<file path="src/rtl/adder_pkg.sv">
// Shared types and helpers for the handshaked add/subtract pipeline.
// Saturation bounds are produced at the widest supported width and narrowed by the caller.
package adder_pkg;

  typedef enum logic {
    OP_ADD = 1'b0,
    OP_SUB = 1'b1
  } op_e;

  localparam int unsigned MAX_W = 64;

  // Clamp value for an overflowed result. raw_msb is the sign bit of the wrapped
  // result: in signed mode a wrapped-negative result means positive overflow.
  function automatic logic [MAX_W-1:0] sat_result(
    input logic        raw_msb,
    input op_e         op,
    input logic        signed_mode,
    input int unsigned width
  );
    logic [MAX_W-1:0] msb_only;
    logic [MAX_W-1:0] sat;
    msb_only = 64'd1 << (width - 1);
    if (signed_mode) begin
      sat = raw_msb ? (msb_only - 64'd1) : msb_only;
    end else begin
      sat = (op == OP_SUB) ? '0 : ({MAX_W{1'b1}} >> (MAX_W - width));
    end
    return sat;
  endfunction

endpackage

</file>
<file path="src/rtl/adder_pipe_slice.sv">
// One valid/ready register stage. Loads when empty or when its current contents
// leave in the same cycle, so a full chain still streams one beat per clock.
module adder_pipe_slice #(
  parameter type T = logic
) (
  input  logic clk,
  input  logic rst,
  input  logic in_vld,
  output logic in_rdy,
  input  T     in_data,
  output logic out_vld,
  input  logic out_rdy,
  output T     out_data
);

  assign in_rdy = ~out_vld | out_rdy;

  always_ff @(posedge clk or posedge rst) begin
    if (rst) begin
      out_vld  <= 1'b0;
      out_data <= '0;
    end else if (in_rdy) begin
      out_vld <= in_vld;
      if (in_vld) begin
        out_data <= in_data;
      end
    end
  end

endmodule

</file>
<file path="src/rtl/adder_pipe.sv">
// N-bit add/subtract with valid/ready on both sides. All arithmetic happens in
// front of the first register; the remaining stages only delay the result.
module adder_pipe
  import adder_pkg::*;
#(
  parameter int DATA_W   = 8,
  parameter int PIPE_STG = 2,
  parameter int SIGNED   = 0,
  parameter int SAT_EN   = 0
) (
  input  logic              clk,
  input  logic              rst,
  input  logic              data_in_vld,
  output logic              data_in_rdy,
  input  logic              op_sub,
  input  logic [DATA_W-1:0] data_in0,
  input  logic [DATA_W-1:0] data_in1,
  output logic              data_out_vld,
  input  logic              data_out_rdy,
  output logic [DATA_W-1:0] data_out,
  output logic              carry_out,
  output logic              ovf
);

  typedef struct packed {
    logic [DATA_W-1:0] data;
    logic              carry;
    logic              ovf;
  } result_t;

  op_e             op;
  logic [DATA_W:0] raw;
  logic            ovf_signed;
  result_t         res;

  assign op = op_e'(op_sub);

  always_comb begin
    if (op == OP_SUB) begin
      raw = {1'b0, data_in0} - {1'b0, data_in1};
    end else begin
      raw = {1'b0, data_in0} + {1'b0, data_in1};
    end
    // Subtraction negates B, so its effective sign is inverted.
    ovf_signed = (data_in0[DATA_W-1] == (data_in1[DATA_W-1] ^ (op == OP_SUB))) &&
                 (raw[DATA_W-1] != data_in0[DATA_W-1]);
    res.carry = raw[DATA_W];
    res.ovf   = (SIGNED != 0) ? ovf_signed : raw[DATA_W];
    res.data  = raw[DATA_W-1:0];
    if ((SAT_EN != 0) && res.ovf) begin
      res.data = DATA_W'(sat_result(raw[DATA_W-1], op, SIGNED != 0, DATA_W));
    end
  end

  logic    stg_vld  [PIPE_STG+1];
  result_t stg_data [PIPE_STG+1];

  assign stg_vld[0]  = data_in_vld;
  assign stg_data[0] = res;

  // Each stage keeps its own ready net so the combinational ready chain from the
  // sink back to data_in_rdy is a plain acyclic path.
  generate
    for (genvar gi = 0; gi < PIPE_STG; gi++) begin : g_stg
      logic rdy_in;
      logic rdy_out;

      if (gi == PIPE_STG - 1) begin : g_last
        assign rdy_out = data_out_rdy;
      end else begin : g_mid
        assign rdy_out = g_stg[gi+1].rdy_in;
      end

      adder_pipe_slice #(
        .T(result_t)
      ) u_slice (
        .clk      (clk),
        .rst      (rst),
        .in_vld   (stg_vld[gi]),
        .in_rdy   (rdy_in),
        .in_data  (stg_data[gi]),
        .out_vld  (stg_vld[gi+1]),
        .out_rdy  (rdy_out),
        .out_data (stg_data[gi+1])
      );
    end
  endgenerate

  assign data_in_rdy  = g_stg[0].rdy_in;
  assign data_out_vld = stg_vld[PIPE_STG];
  assign data_out     = stg_data[PIPE_STG].data;
  assign carry_out    = stg_data[PIPE_STG].carry;
  assign ovf          = stg_data[PIPE_STG].ovf;

endmodule

</file>
<file path="config.mk">
export PLATFORM = sky130hd
export DESIGN_NAME = adder_pipe
export DESIGN_NICKNAME = d
export VERILOG_FILES = /design/src/rtl/adder_pkg.sv /design/src/rtl/adder_pipe_slice.sv /design/src/rtl/adder_pipe.sv
export SDC_FILE = /design/constraint.sdc
export NUM_CORES = 1
export LEC_CHECK = 0
export CORE_UTILIZATION = 45
export DETAILED_ROUTE_END_ITERATION = 8
export PLACE_DENSITY = 0.73
export SYNTH_ARGS = -nofsm -noshare
export SYNTH_HDL_FRONTEND = slang
export SYNTH_SLANG_ARGS = --single-unit
export TNS_END_PERCENT = 5
</file>
<file path="constraint.sdc">
create_clock -name clk -period 1.3 [get_ports clk]
set_input_delay 0.26 -clock clk [delete_from_list [all_inputs] [get_ports clk]]
set_output_delay 0.26 -clock clk [all_outputs]
set_load 0.02 [all_outputs]
</file>
==> out/metrics.csv <==
stage,metric,value,unit
status,status,"complete, but fails checks",
status,failing checks,setup timing,
min_path,hold crit path type,in -> async,
final_layout,number of antenna diodes,0,
placement,Placer Congestion,0.749,
timing,Setup WS post-layout,-638,ps
timing,Fin. Hold Viols,0,
cts,Worst-path clk slew,110,ps
worst_setup_path,R2R cell count,5,
timing,Pins Over Slew Limit,0,
yosys,Synth Area in Simple Gates,14.1,%
yosys,"Top FF cell, synth",dfrtp_1,
timing,Clock Skews,9.81,ps
timing,"Setup violations, final",8,
power_and_ir_drop,Worst VDD drop,0.877,mV
yosys,synthesized area per cell,9.96,µm²
final_layout,fillers,175,
final_layout,"commonest non-fill, non-tap cell in the layout",buf_4,
floorplanning,Std-Cell Rows,18,
final_layout,most frequent cells in the layout,"buf_4, dfrtp_1, clkdlybuf4s50_1",
placement,placed cell areas,1840,µm²
cts,CTS tree,built,
global_route,GR peak layer,met2,
power_and_ir_drop,power density over the cells,1210,nW/µm²
yosys,synthesized cell area,1210,µm²
yosys,sequential element share of the synthesized area,41.2,%
floorplanning,Die Height,54.0,µm
flow_run,MaxCap Viol Count,0,
global_route,first-pass GRT wire length,4.51,mm
global_route,grt met2 use,44.0,%
route,Vias/cell,5.01,
yosys,cell count after synthesis,122,
timing,Worst-Margin Slew,284,ps
placement,DP HPWL,2.27,mm
yosys,syn_nets,153,
final_layout,nets,225,
cts,H-tree depth,1,
timing,RSZ-0062 raised after global routing,yes,
global_route,grt met1 use,21.3,%
yosys,"FFs w/ async S/R, synth",100,%
floorplanning,Die ar.,2910,µm²
global_route,vias in the first global route,1165,
floorplanning,Ports,33,
worst_setup_path,Worst Setup End Kind,flop,
global_route,initial antenna violation count,0,
route,Routed wire per std cell,12.8,µm
cts,Longest Clk Path Bufs,2,
yosys,adder-cell share of the synthesized area,10.9,%
worst_setup_path,WS Path Type,in -> reg,
yosys,"flops & latches, synth",20,
timing,Final period util,149,%
placement,Buffers on Ports,32,
yosys,post-synthesis mux area share,9.27,%
route,drt pass-1 iters,4,
cts,Clock Tree Root,clkbuf_4,
cts,hold buffers post-CTS,0,
timing,Fin Setup TNS,-3120,ps
power_and_ir_drop,LEAKAGE,0.927,nW
route,post-route ant nets,0,
global_route,largest net degree at the start of global routing,21,
cts,clk_lat worst skew,310,ps
yosys,Netlist cell types,28,
worst_setup_path,crit path max fanout,3,
yosys,largest family of logic cells by synthesized area,simple AND/OR/NAND/NOR gates,
timing,Hold WS,257,ps
worst_setup_path,"Req. time, crit path",1500,ps
timing,min cycle time layout,1940,ps
final_layout,layout cells sized above 1,40.4,%
floorplanning,Die W,54.0,µm
timing,Rel. slew slack,80.9,%
worst_setup_path,WP data arrival,2140,ps
final_layout,Finished Core Util,78.3,%
final_layout,final instance area,1970,µm²
final_layout,"Area growth, synth to finish",62.5,%
yosys,XOR/XNOR Fraction of Synth Area,7.93,%
cts,Num CTS Buffers,3,
timing,Peak Freq,516,MHz
yosys,Synth Area in Compound Gates,13.5,%
global_route,GRT Util Overall,21.9,%
yosys,Synthesis Warnings,0,
worst_setup_path,startpoint class of the critical path,primary input,
route,final WL,2.85,mm
global_route,GR Util met3,1.98,%
global_route,GRT overflow,0,
floorplanning,core area,2520,µm²
route,DRT iter0 DRCs,4,
yosys,Post-synth EDFFs,0,
floorplanning,initial core utilization,48.2,%
route,Post-route DRC,0,
cts,CTS sink cnt,20,
route,Vias,1117,
==> power breakdown <==
group          switching, mW  internal (mW)  total, mW
clock network          0.185          0.171      0.356
logic                  0.543          0.604       1.15
registers             0.0921          0.802      0.894
total                  0.820           1.58       2.40
==> sequential cells by signal (all words and copies together), names as in the netlist <==
signal	cells
g_stg.u_slice.out_vld	2
g_stg.u_slice.out_data	18
==> synthesized netlist by cell type (2+ instances only) <==
master | count | share of area (%)
clkbuf_1 | 2 | 0.62
nand2b_1 | 9 | 4.6
o31ai_1 | 2 | 1.2
nand2_1 | 11 | 3.4
mux2_2 | 10 | 9.3
nor4_1 | 2 | 1.0
a21oi_1 | 6 | 2.5
nor2_1 | 10 | 3.1
ha_1 | 9 | 9.3
xnor2_1 | 7 | 5.0
o21ai_0 | 7 | 2.9
dfrtp_1 | 20 | 41
inv_1 | 6 | 1.9
xor2_1 | 4 | 2.9
nor3_1 | 2 | 0.82
o21ai_1 | 2 | 0.82
o21a_1 | 2 | 1.2
==> kinds of logic (layout without fill, tap and decap cells) <==
logic type,after synthesis,count (layout)
adders and majority gates,10,10
xor gates and xnor gates,11,11
and+or+nand+nor,36,36
AOI/OAI and AO/OA,26,26
buffers and inverters,9,80
muxes,10,10
DFF,20,20
==> area by class of cell <==
class                      count  area [µm²]  area share (%)
sequential                    20         500            25.3
inverter                       6        22.5            1.14
tap                           30        37.5            1.90
timing repair buffer          70         597            30.2
multi-input combinational     93         781            39.5
clock buffer                   4        36.3            1.84
==> worst max-delay path: stages <==
cell and delay, ps:
buf_6 90, buf_6 110, nor3_4 220, a21oi_2 90
xnor2_1 140, ha_1 340, a21o_1 210, buf_4 150
o22a_4 180, o41ai_4 50, xor2_1 200, o21ai_1 90
==> per-stage QoR <==
stage	setup slack (ps)	power (mW)	instances
after global placement	-1250	1.97	215
after global routing	-688	2.55	223
after CTS	-703	2.32	222
after floorplan	-634	1.49	122
final	-638	2.40	223
after detailed placement	-1320	2.03	215
==> worst paths after layout <==
kind / start / slack (ps) / end
setup / recovery: data_in1[1] / -640 / g_stg[0].u_slice.out_data[9]$_DFFE_PP0P_
hold / removal: rst / 260 / g_stg[0].u_slice.out_vld$_DFFE_PP0N_
setup reg to reg: g_stg[1].u_slice.out_vld$_DFFE_PP0P_ / 80 / g_stg[1].u_slice.out_data[8]$_DFFE_PP0P_
hold reg to reg: g_stg[0].u_slice.out_data[6]$_DFFE_PP0P_ / 490 / g_stg[0].u_slice.out_data[6]$_DFFE_PP0P_
max in group asynchronous: rst / 840 / g_stg[1].u_slice.out_data[5]$_DFFE_PP0P_
min in group clk: data_in1[0] / 370 / g_stg[0].u_slice.out_data[2]$_DFFE_PP0P_
==> per-layer routing <==
metal	up-vias	wire length, µm	share of wire [%]
li1	564	-	-
met1	512	1120	39
met2	33	1550	54
met3	8	88	3.1
met4	0	85	3.0
met5	-	0	0
==> what timing repair did <==
action                     4_1_cts  5_1_grt
hold endpoints to repair         0        0
gates resized for setup         43       30
setup endpoints to repair       20       19
pin swaps                        9       17
setup buffers                    3        1
Note: power is estimated with default switching activity, not from simulation.
